$ cat config.mk
export PLATFORM = sky130hd
export DESIGN_NAME = relobi_encoder_mon_flat
export DESIGN_NICKNAME = d
export VERILOG_FILES = /design/src/rtl/relobi_encoder_mon_pkg.sv /design/src/rtl/relobi_encoder_mon_if.sv /design/src/rtl/relobi_sat_counter.sv /design/src/rtl/relobi_encoder_mon.sv /design/src/flat_wrapper.sv
export SDC_FILE = /design/constraint.sdc
export NUM_CORES = 1
export LEC_CHECK = 0
export CELL_PAD_IN_SITES_DETAIL_PLACEMENT = 1
export CELL_PAD_IN_SITES_GLOBAL_PLACEMENT = 1
export CORE_ASPECT_RATIO = 0.5
export CORE_MARGIN = 1
export CORE_UTILIZATION = 33
export DETAILED_ROUTE_END_ITERATION = 6
export HOLD_SLACK_MARGIN = 0.08
export MAX_ROUTING_LAYER = met4
export PLACE_DENSITY = 0.94
export SLEW_MARGIN = 20
export SYNTH_ARGS = -nofsm -noshare
export SYNTH_HDL_FRONTEND = slang
export SYNTH_SLANG_ARGS = --single-unit --ignore-timing --ignore-initial --compat-mode --unroll-limit 50000
$ cat constraint.sdc
create_clock -name clk_i -period 12.7 [get_ports clk_i]
set_clock_uncertainty 0.1 [all_clocks]
set_input_delay 2.54 -clock clk_i [delete_from_list [all_inputs] [get_ports clk_i]]
set_output_delay 2.54 -clock clk_i [all_outputs]
set_load 0.005 [all_outputs]
$ cat src/rtl/relobi_encoder_mon_pkg.sv
// Shared types and helpers for the relOBI encoder/monitor.
// Holds the plain OBI and relOBI bus structs, the fault-event struct, the
// default counter width, a Hsiao SEC-DED code over 32-bit words (7 check
// bits) and the TMR majority/disagreement helpers.
// Narrow fields are zero-padded to 32 bits before encoding.
package relobi_encoder_mon_pkg;

  localparam int ADDR_W        = 32;
  localparam int DATA_W        = 32;
  localparam int ID_W          = 4;
  localparam int BE_W          = 4;
  localparam int ECC_W         = 7;
  localparam int R_OTHER_W     = ID_W + 1;
  localparam int CNT_W_DEFAULT = 16;

  typedef struct packed {
    logic tmr;
    logic corr;
    logic uncorr;
    logic proto;
  } fault_evt_t;

  typedef struct packed {
    logic [ADDR_W-1:0] addr;
    logic              we;
    logic [BE_W-1:0]   be;
    logic [ID_W-1:0]   aid;
    logic [DATA_W-1:0] wdata;
  } obi_a_t;

  typedef struct packed {
    logic   req;
    obi_a_t a;
    logic   rready;
  } obi_req_t;

  typedef struct packed {
    logic [DATA_W-1:0] rdata;
    logic [ID_W-1:0]   rid;
    logic              err;
  } obi_r_t;

  typedef struct packed {
    logic   gnt;
    logic   rvalid;
    obi_r_t r;
  } obi_rsp_t;

  typedef struct packed {
    logic [ADDR_W-1:0] addr;
    logic [ECC_W-1:0]  addr_ecc;
    logic [DATA_W-1:0] wdata;
    logic [ECC_W-1:0]  wdata_ecc;
    logic              we;
    logic [BE_W-1:0]   be;
    logic [ID_W-1:0]   aid;
    logic [ECC_W-1:0]  other_ecc;
  } rel_a_t;

  typedef struct packed {
    logic [2:0] req;
    rel_a_t     a;
    logic [2:0] rready;
  } relobi_req_t;

  typedef struct packed {
    logic [DATA_W-1:0] rdata;
    logic [ECC_W-1:0]  rdata_ecc;
    logic [ID_W-1:0]   rid;
    logic              err;
    logic [ECC_W-1:0]  other_ecc;
  } rel_r_t;

  typedef struct packed {
    logic [2:0] gnt;
    logic [2:0] rvalid;
    rel_r_t     r;
  } relobi_rsp_t;

  typedef struct packed {
    logic [DATA_W-1:0] data;
    logic              corr;
    logic              uncorr;
  } hsiao_dec_t;

  // Column idx of the parity-check matrix: the idx-th weight-3 value in
  // ascending order. Odd-weight columns let even syndromes flag double errors.
  function automatic logic [ECC_W-1:0] hsiao_col(input int idx);
    int n;
    logic [ECC_W-1:0] col;
    n   = 0;
    col = '0;
    for (int v = 0; v < (1 << ECC_W); v++) begin
      if ($countones(v[ECC_W-1:0]) == 3) begin
        if (n == idx) col = v[ECC_W-1:0];
        n++;
      end
    end
    return col;
  endfunction

  function automatic logic [ECC_W-1:0] hsiao_enc(input logic [DATA_W-1:0] d);
    logic [ECC_W-1:0] c;
    c = '0;
    for (int i = 0; i < DATA_W; i++) begin
      if (d[i]) c = c ^ hsiao_col(i);
    end
    return c;
  endfunction

  function automatic hsiao_dec_t hsiao_dec(input logic [DATA_W-1:0] d,
                                           input logic [ECC_W-1:0]  c);
    logic [ECC_W-1:0] syn;
    hsiao_dec_t       r;
    syn      = hsiao_enc(d) ^ c;
    r.data   = d;
    r.corr   = 1'b0;
    r.uncorr = 1'b0;
    if (syn != '0) begin
      if (($countones(syn) % 2) == 0) begin
        r.uncorr = 1'b1;
      end else begin
        // Weight-1 syndrome: the flipped bit is a check bit, data is intact.
        r.corr = ($countones(syn) == 1);
        for (int i = 0; i < DATA_W; i++) begin
          if (hsiao_col(i) == syn) begin
            r.data[i] = ~d[i];
            r.corr    = 1'b1;
          end
        end
        if (!r.corr) r.uncorr = 1'b1;
      end
    end
    return r;
  endfunction

  function automatic rel_a_t encode_a(input obi_a_t a);
    rel_a_t e;
    e.addr      = a.addr;
    e.addr_ecc  = hsiao_enc(a.addr);
    e.wdata     = a.wdata;
    e.wdata_ecc = hsiao_enc(a.wdata);
    e.we        = a.we;
    e.be        = a.be;
    e.aid       = a.aid;
    e.other_ecc = hsiao_enc(DATA_W'({a.we, a.be, a.aid}));
    return e;
  endfunction

  function automatic logic maj3(input logic [2:0] v);
    return (v[0] & v[1]) | (v[0] & v[2]) | (v[1] & v[2]);
  endfunction

  function automatic logic tmr_mis(input logic [2:0] v);
    return (|v) & ~(&v);
  endfunction

endpackage

$ cat src/rtl/relobi_encoder_mon_if.sv
// Bus bundle for one manager-to-relOBI boundary.
//   req/rsp         : plain OBI manager side
//   rel_req/rel_rsp : reliable OBI side (TMR handshake, ECC fields)
// slave  : the encoder view (takes the manager request, drives relOBI)
// master : the manager/fabric view used by whoever drives the encoder
interface relobi_encoder_mon_if;
  import relobi_encoder_mon_pkg::*;

  obi_req_t    req;
  obi_rsp_t    rsp;
  relobi_req_t rel_req;
  relobi_rsp_t rel_rsp;

  modport slave  (input  req, rel_rsp, output rsp, rel_req);
  modport master (output req, rel_rsp, input  rsp, rel_req);
endinterface

$ cat src/rtl/relobi_sat_counter.sv
// Saturating event counter with synchronous clear.
//   clk_i, rst_i : clock, synchronous active-high reset
//   clear_i      : clear; the counter restarts at 1 if evt_i is also set
//   evt_i        : one increment per cycle
//   cnt_o        : count, sticks at all-ones
module relobi_sat_counter #(
  parameter int unsigned CntWidth = 16
) (
  input  logic                clk_i,
  input  logic                rst_i,
  input  logic                clear_i,
  input  logic                evt_i,
  output logic [CntWidth-1:0] cnt_o
);

  always_ff @(posedge clk_i) begin
    if (rst_i) begin
      cnt_o <= '0;
    end else if (clear_i) begin
      cnt_o <= CntWidth'(evt_i);
    end else if (evt_i && !(&cnt_o)) begin
      cnt_o <= cnt_o + 1'b1;
    end
  end

endmodule

$ cat src/rtl/relobi_encoder_mon.sv
// Plain OBI to relOBI encoder with fault monitoring.
// Encodes the A channel with Hsiao ECC and triplicates the request, votes
// the returned gnt/rvalid, ECC-corrects the response, limits outstanding
// transactions and counts TMR, correctable, uncorrectable and protocol
// faults with a sticky interrupt.
//   clk_i, rst_i  : clock, synchronous active-high reset
//   bus           : slave view of the OBI/relOBI bundle
//   clear_i       : clears the fault counters and irq_o
//   *_cnt_o       : saturating fault counters
//   irq_o         : sticky fault interrupt
module relobi_encoder_mon
  import relobi_encoder_mon_pkg::*;
#(
  parameter bit          RegisterReq    = 1'b0,
  parameter int unsigned MaxOutstanding = 4,
  parameter int unsigned CntWidth       = CNT_W_DEFAULT,
  parameter bit          UseRReady      = 1'b1
) (
  input  logic                clk_i,
  input  logic                rst_i,
  relobi_encoder_mon_if.slave bus,
  input  logic                clear_i,
  output logic [CntWidth-1:0] tmr_cnt_o,
  output logic [CntWidth-1:0] corr_cnt_o,
  output logic [CntWidth-1:0] uncorr_cnt_o,
  output logic [CntWidth-1:0] proto_cnt_o,
  output logic                irq_o
);

  localparam int unsigned OutW = $clog2(MaxOutstanding + 1);

  logic [OutW-1:0] out_cnt_q;
  logic            gnt_v, rvalid_v, limit;
  logic            a_hs, r_hs, gnt_o, rel_vld;
  logic            pad_err;
  rel_a_t          enc_a, rel_a;
  hsiao_dec_t      rdata_dec, rother_dec;
  fault_evt_t      evt;

  assign enc_a    = encode_a(bus.req.a);
  assign gnt_v    = maj3(bus.rel_rsp.gnt);
  assign rvalid_v = maj3(bus.rel_rsp.rvalid);
  assign limit    = (out_cnt_q == OutW'(MaxOutstanding));

  if (RegisterReq) begin : g_reg
    logic   vld_p1;
    rel_a_t a_p1;
    logic   load;

    // A gnt to the manager either fills an empty slot or replaces the entry
    // leaving downstream this cycle, so back-to-back requests stream.
    assign gnt_o   = ~vld_p1 | (gnt_v & ~limit);
    assign load    = bus.req.req & gnt_o;
    assign a_hs    = vld_p1 & ~limit & gnt_v;
    assign rel_vld = vld_p1 & ~limit;
    assign rel_a   = a_p1;

    // ---- stage p1: encoded A channel held for the relOBI side ----
    always_ff @(posedge clk_i) begin
      if (rst_i) begin
        vld_p1 <= 1'b0;
      end else if (load) begin
        vld_p1 <= 1'b1;
      end else if (a_hs) begin
        vld_p1 <= 1'b0;
      end
    end

    always_ff @(posedge clk_i) begin
      if (load) a_p1 <= enc_a;
    end
  end else begin : g_comb
    assign gnt_o   = gnt_v & ~limit;
    assign rel_vld = bus.req.req & ~limit;
    assign a_hs    = rel_vld & gnt_v;
    assign rel_a   = enc_a;
  end

  assign r_hs = rvalid_v & (bus.req.rready | ~UseRReady);

  always_ff @(posedge clk_i) begin
    if (rst_i) begin
      out_cnt_q <= '0;
    end else begin
      case ({a_hs, r_hs})
        2'b10:   out_cnt_q <= out_cnt_q + 1'b1;
        2'b01:   if (out_cnt_q != '0) out_cnt_q <= out_cnt_q - 1'b1;
        default: out_cnt_q <= out_cnt_q;
      endcase
    end
  end

  assign bus.rel_req.req    = {3{rel_vld}};
  assign bus.rel_req.a      = rel_a;
  assign bus.rel_req.rready = {3{bus.req.rready}};

  assign rdata_dec  = hsiao_dec(bus.rel_rsp.r.rdata, bus.rel_rsp.r.rdata_ecc);
  assign rother_dec = hsiao_dec(DATA_W'({bus.rel_rsp.r.rid, bus.rel_rsp.r.err}),
                                bus.rel_rsp.r.other_ecc);
  // A "correction" landing in the zero padding means more than one bit flipped.
  assign pad_err    = |rother_dec.data[DATA_W-1:R_OTHER_W];

  assign bus.rsp.gnt     = gnt_o;
  assign bus.rsp.rvalid  = rvalid_v;
  assign bus.rsp.r.rdata = rdata_dec.data;
  assign bus.rsp.r.rid   = rother_dec.data[R_OTHER_W-1:1];
  assign bus.rsp.r.err   = rother_dec.data[0];

  assign evt.tmr    = tmr_mis(bus.rel_rsp.gnt) | tmr_mis(bus.rel_rsp.rvalid);
  assign evt.corr   = rvalid_v & (rdata_dec.corr | (rother_dec.corr & ~pad_err));
  assign evt.uncorr = rvalid_v & (rdata_dec.uncorr | rother_dec.uncorr | pad_err);
  assign evt.proto  = r_hs & (out_cnt_q == '0);

  relobi_sat_counter #(.CntWidth(CntWidth)) u_tmr_cnt (
    .clk_i(clk_i), .rst_i(rst_i), .clear_i(clear_i), .evt_i(evt.tmr), .cnt_o(tmr_cnt_o)
  );
  relobi_sat_counter #(.CntWidth(CntWidth)) u_corr_cnt (
    .clk_i(clk_i), .rst_i(rst_i), .clear_i(clear_i), .evt_i(evt.corr), .cnt_o(corr_cnt_o)
  );
  relobi_sat_counter #(.CntWidth(CntWidth)) u_uncorr_cnt (
    .clk_i(clk_i), .rst_i(rst_i), .clear_i(clear_i), .evt_i(evt.uncorr), .cnt_o(uncorr_cnt_o)
  );
  relobi_sat_counter #(.CntWidth(CntWidth)) u_proto_cnt (
    .clk_i(clk_i), .rst_i(rst_i), .clear_i(clear_i), .evt_i(evt.proto), .cnt_o(proto_cnt_o)
  );

  // An event in the same cycle as clear_i keeps the interrupt asserted.
  always_ff @(posedge clk_i) begin
    if (rst_i) begin
      irq_o <= 1'b0;
    end else if (|evt) begin
      irq_o <= 1'b1;
    end else if (clear_i) begin
      irq_o <= 1'b0;
    end
  end

endmodule

$ cat src/flat_wrapper.sv
// flat-port wrapper written by rule: the top's interface ports become plain ports
module relobi_encoder_mon_flat import relobi_encoder_mon_pkg::*;
#(
  parameter bit          RegisterReq    = 1'b0,
  parameter int unsigned MaxOutstanding = 4,
  parameter int unsigned CntWidth       = CNT_W_DEFAULT,
  parameter bit          UseRReady      = 1'b1
)
  (clk_i, rst_i, clear_i, tmr_cnt_o, corr_cnt_o, uncorr_cnt_o, proto_cnt_o, irq_o, bus_req, bus_rel_rsp, bus_rsp, bus_rel_req);
  relobi_encoder_mon_if bus_i ();
  input  logic clk_i;
  input  logic rst_i;
  input  logic clear_i;
  output logic [CntWidth-1:0] tmr_cnt_o;
  output logic [CntWidth-1:0] corr_cnt_o;
  output logic [CntWidth-1:0] uncorr_cnt_o;
  output logic [CntWidth-1:0] proto_cnt_o;
  output logic irq_o;
  input wire logic [$bits(bus_i.req)-1:0] bus_req;
  input wire logic [$bits(bus_i.rel_rsp)-1:0] bus_rel_rsp;
  output wire logic [$bits(bus_i.rsp)-1:0] bus_rsp;
  output wire logic [$bits(bus_i.rel_req)-1:0] bus_rel_req;
  assign bus_i.req = bus_req;
  assign bus_i.rel_rsp = bus_rel_rsp;
  assign bus_rsp = bus_i.rsp;
  assign bus_rel_req = bus_i.rel_req;
  relobi_encoder_mon #(.RegisterReq(RegisterReq), .MaxOutstanding(MaxOutstanding), .CntWidth(CntWidth), .UseRReady(UseRReady)) u_core (.clk_i(clk_i), .rst_i(rst_i), .bus(bus_i), .clear_i(clear_i), .tmr_cnt_o(tmr_cnt_o), .corr_cnt_o(corr_cnt_o), .uncorr_cnt_o(uncorr_cnt_o), .proto_cnt_o(proto_cnt_o), .irq_o(irq_o));
endmodule
# Yosys cells after proc, flatten, opt, wreduce, memory -nomap -nowiden
# Index checks and enable logic that the tools add are counted.
[word_totals]
register_bits = 68
inputBits = 135
output_inout_bits = 204
elab_cells = 20201
[classes]
n_addsub = 3714
eq_ne = 5748
n_mux = 10285
bitwise = 174
n_reduce_logical = 270
[ops]
columns = ["op", "n"]
rows = [
  ["two-way mux 32 bit", 3876],
  ["adder 32 x 2 -> 32 bit, second input constant", 3696],
  ["equality test 32 x 6 -> 1 bit, second input constant", 2720],
  ["equality test 32 x 5 -> 1 bit, second input constant", 1394],
  ["equality test 32 x 4 -> 1 bit, second input constant", 850],
  ["two-way mux 7 bit", 2971],
  ["equality test 32 x 3 -> 1 bit, second input constant", 476],
  ["two-way mux 6 bit", 1730],
  ["equality test 32 x 2 -> 1 bit, second input constant", 240],
  ["logical NOT 32 bit", 240],
  ["two-way mux 5 bit", 1038],
  ["two-way mux 4 bit", 520],
  ["XOR 7 bit", 107],
  ["equality test 7 bit", 64],
  ["two-way mux 1 bit", 142],
  ["adder 32 bit", 4],
  ["two-way mux 34 bit", 2],
  ["two-way mux 33 bit", 2],
  ["adder 16 x 1 -> 16 bit, second input constant", 4],
  ["adder 32 x 1 -> 32 bit", 2],
  ["AND reduction 16 bit", 4],
  ["inverter 1 bit", 41],
  ["OR reduction 27 bit", 1],
  ["AND 1 bit", 18],
  ["other kinds (22)", 49],
]

# Depth between registers and ports, before layout
# Gate-level depths: netlist (run 1).
[logic_depth]
word_depth = 287
ltp_mapped = 23

# By module
# A second synthesis (run 1) with hierarchy kept.
[unflattened]
cells_unflattened = 967
area_unflattened_um2 = 8134.1
[by_module_without_submodules]
columns = ["mod", "instances", "cells_each", "area_each_um2"]
rows = [
  ["relobi_encoder_mon", 1, 575, 4689.5],
  ["relobi_sat_counter at u_core.u_corr_cnt ...", 3, 98, 870.8],
  ["relobi_sat_counter at u_core.u_uncorr_cnt", 1, 98, 832.0],
]

# Least setup slack after synthesis (run 1)
# OpenSTA, ideal clock, no wires.
[synth_path]
kind = "input to output"
start = "in bus_rel_rsp[40]"
end = "out bus_rsp[22]"
arrival_ns = 5.774
slack_ns = 4.286
stages = 13
n_path_buf = 1
cell_sequence = "xnor3_1 -> xnor3_2 -> xnor3_2 -> xnor2_1 -> fa_1 -> inv_1 -> ha_1 -> inv_1 -> or3_1 -> clkbuf_1 -> nor4_1 -> nand2_1 -> xnor2_1"
[synth_between]
elab_chain_len = 29
word_cells_on_any_way = 35
[synth_lines]
columns = ["element", "line", "rtl"]
rows = [
  ["from (decl)", "flat_wrapper.sv:20", "input wire logic [$bits(bus_i.rel_rsp)-1:0] bus_rel_rsp;"],
  ["two-way mux 7 bit *", "n/a", ""],
  ["XOR 7 bit", "n/a", ""],
  ["two-way mux 7 bit *", "n/a", ""],
  ["XOR 7 bit", "n/a", ""],
  ["two-way mux 7 bit *", "n/a", ""],
  ["XOR 7 bit", "n/a", ""],
  ["two-way mux 7 bit *", "n/a", ""],
  ["XOR 7 bit", "n/a", ""],
  ["[... 13 more ...]", "n/a", ""],
  ["XOR 7 bit *", "n/a", ""],
  ["adder 1 x 1 -> 2 bit", "n/a", ""],
  ["adder 32 bit / adder 32 x 1 -> 32 bit (equally long branches)", "n/a", ""],
  ["adder 32 bit", "n/a", ""],
  ["AND 1 bit (no source line)", "n/a", ""],
  ["logical NOT 32 bit", "n/a", ""],
  ["two-way mux 33 bit", "n/a", ""],
  ["two-way mux 34 bit *", "n/a", ""],
  ["to (decl)", "flat_wrapper.sv:21", "output wire logic [$bits(bus_i.rsp)-1:0] bus_rsp;"],
]
# Mark *: on every way between the ends. The rest lies on a longest branch, timed or not.

# Worst setup path after layout (run 1)
[layout_path]
start = "in bus_rel_rsp[42]"
end = "out bus_rsp[14]"
[layout_between]
elab_chain_len = 25
word_cells_on_any_way = 31
[layout_lines]
columns = ["element"]
rows = [
  ["two-way mux 7 bit *"],
  ["XOR 7 bit"],
  ["two-way mux 7 bit *"],
  ["XOR 7 bit"],
  ["two-way mux 7 bit *"],
  ["XOR 7 bit"],
  ["two-way mux 7 bit *"],
  ["XOR 7 bit"],
  ["[... 9 more ...]"],
  ["XOR 7 bit *"],
  ["adder 1 x 1 -> 2 bit"],
  ["adder 32 bit / adder 32 x 1 -> 32 bit (equally long branches)"],
  ["adder 32 bit"],
  ["AND 1 bit (no source line)"],
  ["logical NOT 32 bit"],
  ["two-way mux 33 bit"],
  ["two-way mux 34 bit *"],
]
# Marks and branches as above.

==> impl_results.md, run 1 <==
* R2r worst-path depth at 10
* CTS Hold Buffers Added at 0
* Clock sinks at 68
* WHS Endpoint: u_core.u_corr_cnt.cnt_o[15]
* Detailed Place HPWL at 24450 µm
* Ports at 339
* Post-synthesis sequential element count at 68
* Final design utilization at 48.29%
* Reg power frac at 13.2%
* Switching part of the total at 48.03%
* Max clock buf depth at 2
* Hold path cells at 2
* Status: completed
* Async set or reset register ratio after synthesis at 0%
* Max-slew violations at 0
* Root Buffer: clkbuf_16
* Global-route wire length before repair at 44830 µm
* Maximum vdd drop at 0.1163 mV
* Max Fanout on Critical Path at 12
* CP Data Arrival Time at 7.66 ns
* # nets final at 1368
* Clock power frac at 15.2%
* Slew HR at 52.21%
* CP Class: input port to primary output
* Minimum clock period at 10.30 ns
* Worst flop-to-flop path endpoint: u_core.u_uncorr_cnt.cnt_o[6]
* ANT nets after route at 0
* Endpoints failing setup at 0
* Yosys warns at 0
* Worst skew pair latency at 0.34 ns
* Non-Filler Instances at 1510
* Layout cells sized above 1 at 3.159%
* Initial DRC count at 302
* Via/cell ratio at 5.038
* FF-to-FF Start: u_core.u_uncorr_cnt.cnt_o[4]
* HP Start: u_core.u_corr_cnt.cnt_o[15]
* Post-cts gate resize count at 0
* Largest net degree at the start of global routing at 56
* Synthesized area per cell at 8.076 µm²
* CTS clk-pin slew, worst paths at 0.05 ns
* Worst setup margin at 2.403 ns
* Layout area overhead at 43.30%
* DRC violation count after routing at 0
* Distinct cells, synth at 63
* Drt total wl at 30120 µm
* Sequential fraction of the synthesis area at 17.65%
* Initial core utilization at 33.70%
* Vias at 7608
* Number of global-route vias before repair at 8183
* Fin. Hold Viols at 0
* Ys flop type: dfxtp_1
* Die width at 218.2 µm
* Drt wl/cell at 19.95 µm
* Antenna violations before repair at 0
* Power per cell area at 153.3 nW/µm²
* Sum Neg Setup Slack at 0 ns
* Mapped Area at 7712 µm²
* EDFF count, synth at 0
* Core area at 22890 µm²
* Internal at 0.8804 mW
* Critical Path RT at 10.06 ns
* Fmax at 0.09712 GHz
* Reg2reg setup slack at 9.69 ns
* Total CTS buffers at 9
* Setup crit end kind: primary output
* Number of post-CTS setup repair buffers at 0
* IO Port Bufs at 336
* Startpoint Class: input port
* Pre-CTS setup slack at 2.468 ns
* Combinational share of power at 71.6%
* Psw at 0.8137 mW
* Antenna diodes at 0
* Total GRT Usage at 24.65%
* Overflow after GRT at 0
* Final period util at 81.08%
* Mapped Cells at 955
* TritonRoute pass-1 iters at 5
* Max cap viols at 0
* DIE HEIGHT at 110.1 µm
* CTS tree: yes
* Worst Max-Slew Pin Slew at 0.7161 ns
* Dpl cells at 1494
* Routability congestion estimate at 0.9388
* Die footprint at 24020 µm²
* Leak at 4.078 nW
* Cell Rows at 39
* HP Class: register to register
* RSZ-0062 raised after global routing: no
* H-Tree Depth at 3
[cell type report]
type,count,area (µm²)
clock inverters,6,62.56
clock buffers,10,239.0
inverters,32,120.1
flip-flops and latches,68,1361
multi-input cells,750,5514
well taps,307,384.1
repair buffers,337,3371
fillers,2670,11830
[cells in the mapped netlist (3+ instances only)]
master / count / area (µm²)
a211oi_1: 4 / 30.03
a21o_1: 3 / 22.52
a21oi_1: 28 / 140.1
a31o_1: 4 / 35.03
a31o_2: 6 / 52.55
a31oi_1: 3 / 18.77
and2_1: 6 / 37.54
and3_1: 18 / 112.6
and4_1: 4 / 35.03
buf_4: 83 / 623.1
clkbuf_1: 19 / 71.32
dfxtp_1: 68 / 1361
fa_1: 7 / 140.1
ha_1: 28 / 350.3
inv_1: 31 / 116.4
mux2i_1: 13 / 130.1
nand2_1: 80 / 300.3
nand2b_1: 3 / 18.77
nand3_1: 35 / 175.2
nand4_1: 18 / 112.6
nor2_1: 86 / 322.8
nor2b_1: 3 / 18.77
nor3_1: 13 / 65.06
nor4_1: 6 / 37.54
o21ai_0: 24 / 120.1
or3_1: 16 / 100.1
xnor2_1: 199 / 1743
xnor3_1: 5 / 112.6
xnor3_2: 3 / 71.32
xor2_1: 95 / 832.1
[per-stage QoR]
| step | power (mW) | hold slack [ns] | area [µm²] |
|---|---|---|---|
| final | 1.694 | 0.3993 | 11050 |
| after global routing | 1.822 | 0.4341 | 11050 |
| after CTS | 1.692 | 0.4011 | 11050 |
| after detailed placement | 1.431 | 0.3983 | 10750 |
| after global placement | 1.379 | 0.3798 | 10750 |
| after floorplan | 1.008 | 0.3710 | 7716 |
[worst max-delay path, cell delays in order]
cell	delay, ns
clkdlybuf4s50_1	0.59
xor2_1	0.30
xnor3_1	0.52
xnor2_2	0.56
inv_2	0.22
fa_1	0.58
inv_1	0.05
ha_1	0.40
inv_1	0.11
or3_1	0.48
inv_1	0.12
nand2_1	0.22
nor2_1	0.25
xor2_1	0.18
clkdlybuf4s50_1	0.54
[power groups by stage]
stage,registers [mW],clock network (mW),logic [mW]
final,0.224,0.257,1.21
after global routing,0.225,0.271,1.33
after CTS,0.224,0.260,1.21
after detailed placement,0.229,0,1.20
after global placement,0.228,0,1.15
after floorplan,0.228,0,0.781
[cell families (layout without fill, tap and decap cells)]
group,after synthesis,in the layout,share of synthesized area (%)
simple gates,300,300,18.72
mux,14,14,1.833
flops,68,68,17.65
fa+ha+maj,35,35,6.360
other cells,1,2,0.04862
xor+xnor,304,304,36.29
buf+inv,138,385,10.97
compound gates,95,95,8.128
[cells in the final DEF (no fill, tap or decap), drive strengths merged, types with 24 or more instances in the layout]
cell / Yosys / routed
ha: 28 / 28
a21oi: 28 / 28
clkdlybuf4s50: 0 / 336
nand3: 35 / 35
o21ai: 24 / 24
xnor2: 200 / 200
nor2: 86 / 86
inv: 32 / 33
nand2: 80 / 80
xor2: 95 / 95
dfxtp: 68 / 68
[worst max-delay path by stage]
| stage | end | depth (start not counted) | startpoint | slack [ns] |
|---|---|---|---|---|
| finish | bus_rsp[14] | 15 | bus_rel_rsp[42] | 2.40 |
| CTS | bus_rsp[14] | 15 | bus_rel_rsp[42] | 2.44 |
| global route | bus_rsp[9] | 15 | bus_rel_rsp[42] | 2.21 |
| global placement | bus_rsp[19] | 15 | bus_rel_rsp[42] | 2.75 |
| detailed placement | bus_rsp[14] | 15 | bus_rel_rsp[42] | 2.47 |
| floorplan | bus_rsp[22] | 13 | bus_rel_rsp[40] | 4.29 |
[flip-flops by register name, indices dropped and copies added, names as in the netlist]
signal                     flops
u_core.u_tmr_cnt.cnt_o        16
u_core.out_cnt_q               3
u_core.u_corr_cnt.cnt_o       16
u_core.irq_o                   1
u_core.u_proto_cnt.cnt_o      16
u_core.u_uncorr_cnt.cnt_o     16
[layer usage]
| layer | share of wire [%] | global-route usage (%) | up-vias |
|---|---|---|---|
| li1 | - | - | 3586 |
| met1 | 41 | 28.21 | 3732 |
| met2 | 52 | 45.92 | 254 |
| met3 | 5.0 | 3.182 | 36 |
| met4 | 1.5 | 6.244 | 0 |
| met5 | 0 | - | - |
(Power assumes the default switching activity.)
==> run 2: changes to the inputs <==
--- a/config.mk
+++ b/config.mk
@@ -9,11 +9,11 @@
 export CELL_PAD_IN_SITES_GLOBAL_PLACEMENT = 1
 export CORE_ASPECT_RATIO = 0.5
 export CORE_MARGIN = 1
-export CORE_UTILIZATION = 33
+export CORE_UTILIZATION = 28
 export DETAILED_ROUTE_END_ITERATION = 6
 export HOLD_SLACK_MARGIN = 0.08
 export MAX_ROUTING_LAYER = met4
-export PLACE_DENSITY = 0.94
+export PLACE_DENSITY = 0.85
 export SLEW_MARGIN = 20
 export SYNTH_ARGS = -nofsm -noshare
 export SYNTH_HDL_FRONTEND = slang
==> constraint.sdc (replaced) <==
create_clock -name clk_i -period 8.99 [get_ports clk_i]
set_clock_uncertainty 0.1 [all_clocks]
set_input_delay 1.798 -clock clk_i [delete_from_list [all_inputs] [get_ports clk_i]]
set_output_delay 1.798 -clock clk_i [all_outputs]
set_load 0.005 [all_outputs]
==> impl_results.md, run 2 (synthesized netlist as in run 1, its figures left out) <==
* Commonest cells after routing, fill and taps aside: 336 x clkdlybuf4s50_1, 199 x xnor2_1, 95 x xor2_1, 85 x nor2_1, 80 x nand2_1
* Initial core utilization at 28.83% (-4.9 points)
* Core area at 26750 µm² (+17%)
* Clock sinks at 68 (unchanged)
* H-Tree Depth at 3 (unchanged)
* Max cap viols at 0 (unchanged)
* ANT nets after route at 0 (unchanged)
* Max-slew violations at 0 (unchanged)
* CP Class: input port to primary output
* Max clock buf depth at 2 (unchanged)
* Drt total wl at 28980 µm (-3.8%)
* Design area at 11130 µm² (+0.67%)
* Final design utilization at 41.59% (-6.7 points)
* Total CTS buffers at 9 (unchanged)
* Initial DRC count at 269 (-11%)
* Number of post-CTS setup repair buffers at 0 (unchanged)
* IO Port Bufs at 336 (unchanged)
* Startpoint Class: input port
* Filler Cell Count at 3118 (+17%)
* Most common cell after layout, fill and taps aside: clkdlybuf4s50_1
* DIE HEIGHT at 119.4 µm (+8.4%)
* Routability congestion estimate at 0.9580 (+2.0%)
* Area post-placement at 10820 µm² (+0.66%)
* Ports at 339 (unchanged)
* Status: completed
* Overall Power at 2.392 mW (+41%)
* Worst skew pair latency at 0.33 ns (about the same)
* Power per cell area at 215.0 nW/µm² (+40%)
* Vias at 7499 (-1.4%)
* Crit-path cells: clkdlybuf4s50_1, xnor3_1, xnor3_2, xnor3_2, xnor2_1, fa_1, inv_1, ha_1, inv_1, or3_1, nor4_1, nand2_1, xnor2_1, clkdlybuf4s50_1
* Post-cts gate resize count at 0 (unchanged)
* Largest net degree at the start of global routing at 36 (-36%)
* Non-Filler Instances at 1557 (+3.1%)
* Fin. Hold Viols at 0 (unchanged)
* Setup crit end kind: primary output
* Leak at 4.081 nW (about the same)
* Antenna violations before repair at 0 (unchanged)
* Antenna diodes at 0 (unchanged)
* Layout cells sized above 1 at 3.320% (+0.16 points)
* Endpoints failing setup at 0 (unchanged)
* RSZ-0062 raised after global routing: no
* HP Start: u_core.u_corr_cnt.cnt_o[7]
* Cell Rows at 42 (+7.7%)
* Total GRT Usage at 20.58% (-4.1 points)
* CTS tree: yes
* CTS Hold Buffers Added at 0 (unchanged)
* Die width at 236.7 µm (+8.5%)
* Final period util at 96.13%
* HP Class: register to register
* Root Buffer: clkbuf_16
* CP Data Arrival Time at 6.74 ns (-0.92 ns)
* DRC violation count after routing at 0 (unchanged)
* Critical Path RT at 7.09 ns (-2.97 ns)
* Global-route wire length before repair at 44980 µm (+0.34%)
* FF-to-FF Start: u_core.u_uncorr_cnt.cnt_o[4]
* Max incr delay on CP at 0.55 ns (-0.04 ns)
* Slowest CP cell: clkdlybuf4s50_1
* Fmax at 0.1157 GHz
* Die footprint at 28250 µm² (+18%)
* CP Launch Point: bus_rel_rsp[40]
* Via/cell ratio at 4.816 (-4.4%)
* TritonRoute pass-1 iters at 4 (-1)
* Number of global-route vias before repair at 8013 (-2.1%)
* Worst Max-Slew Pin Slew at 1.065 ns (+0.3494 ns)
* Minimum clock period at 8.642 ns
* Max Fanout on Critical Path at 10 (-2)
* Sum Neg Setup Slack at 0 ns (unchanged)
* CTS clk-pin slew, worst paths at 0.06 ns (about the same)
* # nets final at 1370 (+0.15%)
* Overflow after GRT at 0 (unchanged)
* Dpl cells at 1541 (+3.1%)
* Layout area overhead at 44.26%
* Drt wl/cell at 18.61 µm (-6.7%)
* Detailed Place HPWL at 24420 µm (-0.15%)
* Slew HR at 28.22% (-24 points)
* Maximum vdd drop at 0.1618 mV (+39%)
run 2: cell types whose count changed in the layout (fill, tap and decap cells not counted), sizes merged:
cell and change:
inv +3, clkinvlp +1, buf +2, clkbuf -1
clkinv -3
run 2: layout make-up:
cell class,instances,area [µm²],share of cell area [%]
multi-input cells,750,5512,49.54
repair buffers,339,3386,30.43
flip-flops and latches,68,1361,12.24
well taps,352,440.4,3.959
clock buffers,9,225.2,2.024
inverters,32,120.1,1.080
clock inverters,7,81.33,0.7310
run 2: power by group:
group / internal, mW / leakage [nW] / total, mW / switching [mW]
registers: 0.308 / 0.549 / 0.317 / 0.00865
logic: 0.720 / 3.38 / 1.71 / 0.990
clock network: 0.219 / 0.147 / 0.365 / 0.145
run 2: through the flow:
stage | hold WS [ns] | setup slack, ns
after floorplan | 0.3710 | 2.060
after global placement | 0.3793 | 0.5181
after detailed placement | 0.3934 | 0.3948
after CTS | 0.4020 | 0.4043
after global routing | 0.4346 | 0.1812
final | 0.3945 | 0.3476
run 2: critical path: cells and delay by family:
kind	cells	cell delay, ns
adder cells (fa/ha/maj)	2	0.87
AND/OR/NAND/NOR	3	1.16
buffers and inverters	4	1.24
XOR/XNOR	5	1.66
run 2: worst paths after layout:
path / to / slack, ns / cells past startpoint
worst max-delay path: bus_rsp[21] / 0.35 / 14
worst min-delay path: u_core.u_corr_cnt.cnt_o[7] / 0.39 / 2
worst max register to register: u_core.u_uncorr_cnt.cnt_o[6] / 6.01 / 10
worst min register to register: u_core.u_corr_cnt.cnt_o[7] / 0.39 / 2
run 2: metal layers:
| layer | vias to the layer above | part of all wire (%) | track usage (%) |
|---|---|---|---|
| met2 | 163 | 53 | 38.18 |
| met1 | 3730 | 43 | 24.23 |
| met5 | - | 0 | - |
| li1 | 3588 | - | - |
| met4 | 0 | 0.94 | 3.247 |
| met3 | 18 | 3.5 | 2.341 |
==> run 3: changes to the inputs <==
--- a/config.mk
+++ b/config.mk
@@ -7,7 +7,7 @@
 export LEC_CHECK = 0
 export CELL_PAD_IN_SITES_DETAIL_PLACEMENT = 1
 export CELL_PAD_IN_SITES_GLOBAL_PLACEMENT = 1
-export CORE_ASPECT_RATIO = 0.5
+export CORE_ASPECT_RATIO = 1.1
 export CORE_MARGIN = 1
 export CORE_UTILIZATION = 28
 export DETAILED_ROUTE_END_ITERATION = 6
==> impl_results.md, run 3 (synthesized netlist as in run 1, its figures left out) <==
* Initial core utilization at 28.53% (-0.31 points)
* Reg power frac at 13.5% (+0.3 points)
* Psw at 1.083 mW (-5.4%)
* CTS tree: yes
* Slew HR at 57.40% (+29 points)
* Sum Neg Setup Slack at 0 ns (unchanged)
* CP Data Arrival Time at 6.69 ns (-0.05 ns)
* Cell Rows at 63 (+50%)
* Area post-placement at 10830 µm² (+0.13%)
* Pre-CTS setup slack at 0.4768 ns (+0.08197 ns)
* Drt wl/cell at 16.84 µm (-9.5%)
* Reg2reg setup slack at 6.02 ns (about the same)
* Worst setup margin at 0.4004 ns (+0.05285 ns)
* Crit-path cells: clkdlybuf4s50_1, xnor3_1, xnor3_1, xnor3_2, xnor2_1, fa_1, inv_1, ha_1, inv_1, or3_1, nor4_1, nand2_1, xnor2_1, clkdlybuf4s50_1
* H-Tree Depth at 3 (unchanged)
* TritonRoute pass-1 iters at 5 (+1)
* Total CTS buffers at 9 (unchanged)
* Clock sinks at 68 (unchanged)
* Die width at 160.2 µm (-32%)
* Critical path depth at 14 (unchanged)
* DIE HEIGHT at 176.1 µm (+48%)
* Clock power frac at 16.4% (+1.2 points)
* Ports at 339 (unchanged)
* Detailed Place HPWL at 22030 µm (-9.7%)
* Layout area overhead at 44.63%
* ANT nets after route at 0 (unchanged)
* Startpoint Class: input port
* Commonest cells after routing, fill and taps aside: 336 x clkdlybuf4s50_1, 199 x xnor2_1, 95 x xor2_1, 86 x nor2_1, 80 x nand2_1
* Met2 Usage GRT at 34.31% (-3.9 points)
* Max Fanout on Critical Path at 18 (+8)
* Overflow after GRT at 0 (unchanged)
* Antenna violations before repair at 0 (unchanged)
* Root Buffer: clkbuf_16
* Cell family with most CP delay: XOR/XNOR gates
* R2r worst-path depth at 10 (unchanged)
* Slowest CP cell: clkdlybuf4s50_1
* Fin. Hold Viols at 0 (unchanged)
* Via/cell ratio at 4.718 (-2.0%)
* Worst Max-Slew Pin Slew at 0.6342 ns (-0.4312 ns)
* Combinational share of power at 70.1% (-1.4 points)
* Fmax at 0.1164 GHz (+0.62%)
* CTS Hold Buffers Added at 0 (unchanged)
* Critical Path RT at 7.09 ns (about the same)
* Max cap viols at 0 (unchanged)
* RSZ-0062 raised after global routing: no
* Routability congestion estimate at 0.9316 (-2.8%)
* Worst skew pair latency at 0.33 ns (about the same)
* # nets final at 1371 (+0.073%)
* Power per cell area at 210.2 nW/µm² (-2.2%)
* Setup crit end kind: primary output
* Multi-input gate area at 5509 µm² (about the same)
* Largest net degree at the start of global routing at 44 (+22%)
* Dpl cells at 1547 (+0.39%)
* Global-route wire length before repair at 42100 µm (-6.4%)
* Number of post-CTS setup repair buffers at 0 (unchanged)
* HP Class: register to register
* Minimum clock period at 8.590 ns (-0.05284 ns)
* Maximum vdd drop at 0.1932 mV (+19%)
* Final period util at 95.55% (-0.59 points)
* Endpoints failing setup at 0 (unchanged)
* Routing usage on met1 at 21.98% (-2.3 points)
* Antenna diodes at 0 (unchanged)
* CTS clk-pin slew, worst paths at 0.06 ns (about the same)
* Met3 Resource Use GR at 2.232% (-0.11 points)
* Die footprint at 28210 µm² (-0.14%)
* Vias at 7375 (-1.7%)
* Post-cts gate resize count at 0 (unchanged)
* Switching part of the total at 46.18% (-1.7 points)
* Worst flop-to-flop path endpoint: u_core.u_uncorr_cnt.cnt_o[6]
* DRC violation count after routing at 0 (unchanged)
* Most common cell after layout, fill and taps aside: clkdlybuf4s50_1
* Drt total wl at 26330 µm (-9.2%)
* GRT busiest layer: met2
* Status: completed
* Design area at 11150 µm² (+0.26%)
* Max-slew violations at 0 (unchanged)
* Core area at 27040 µm² (+1.1%)
* Register Area at 1361 µm² (unchanged)
* CP Launch Point: bus_rel_rsp[33]
* Number of global-route vias before repair at 7806 (-2.6%)
* Total GRT Usage at 18.85% (-1.7 points)
* Non-Filler Instances at 1563 (+0.39%)
* Hold path cells at 2 (unchanged)
* Max incr delay on CP at 0.61 ns (+0.06 ns)
* CP Class: input port to primary output
* Worst setup endpoint: bus_rsp[21]
* Buf/Inv on CP at 4 (unchanged)
* Filler Cell Count at 3224 (+3.4%)
* Internal at 1.262 mW (+1.1%)
* Max clock buf depth at 2 (unchanged)
* Layout cells sized above 1 at 3.317% (about the same)
* IO Port Bufs at 336 (unchanged)
* FF-to-FF Start: u_core.u_uncorr_cnt.cnt_o[4]
* Leak at 4.095 nW (+0.34%)
* Initial DRC count at 219 (-19%)
## run 3: worst min-delay path by stage
stage,start,endpoint,slack [ns]
after floorplan,u_core.u_corr_cnt.cnt_o[5],u_core.u_corr_cnt.cnt_o[5],0.37
after global routing,u_core.u_uncorr_cnt.cnt_o[1],u_core.u_uncorr_cnt.cnt_o[1],0.42
after CTS,u_core.u_corr_cnt.cnt_o[15],u_core.u_corr_cnt.cnt_o[15],0.40
final,u_core.u_uncorr_cnt.cnt_o[7],u_core.u_uncorr_cnt.cnt_o[7],0.40
after global placement,u_core.u_corr_cnt.cnt_o[13],u_core.u_corr_cnt.cnt_o[13],0.37
after detailed placement,u_core.u_corr_cnt.cnt_o[13],u_core.u_corr_cnt.cnt_o[13],0.39
## run 3: power groups by stage
| stage | clock [mW] | sequential, mW | combinational (mW) |
|---|---|---|---|
| after floorplan | 0 | 0.321 | 1.10 |
| after global placement | 0 | 0.323 | 1.60 |
| after detailed placement | 0 | 0.323 | 1.65 |
| after CTS | 0.391 | 0.317 | 1.66 |
| after global routing | 0.406 | 0.318 | 1.82 |
| final | 0.384 | 0.317 | 1.64 |
## run 3: layout make-up
type | instances | area share (%)
Multi-Input combinational cell | 750 | 49.39
Timing Repair Buffer | 340 | 30.42
Sequential cell | 68 | 12.20
Tap cell | 357 | 4.005
Clock buffer | 9 | 2.019
Inverter | 32 | 1.077
Clock inverter | 7 | 0.8862
## run 3: per-layer routing
metal | wire, µm | part of all wire (%)
met5 | 0 | 0
met1 | 11280 | 43
met2 | 13560 | 52
met3 | 1098 | 4.2
met4 | 392 | 1.5
## run 3: tightest hold or removal path, stage by stage, from the launching register on
cell and delay (ns):
dfxtp_1 0.33, nand2_1 0.06, mux2i_1 0.06
## run 3: through the flow
step | total power, mW | hold WS [ns] | utilization (%)
finish | 2.344 | 0.3970 | 41.26
global route | 2.544 | 0.4240 | 41.26
CTS | 2.366 | 0.4005 | 41.26
detailed placement | 1.972 | 0.3885 | 40.06
global placement | 1.923 | 0.3705 | 40.06
floorplan | 1.424 | 0.3710 | -
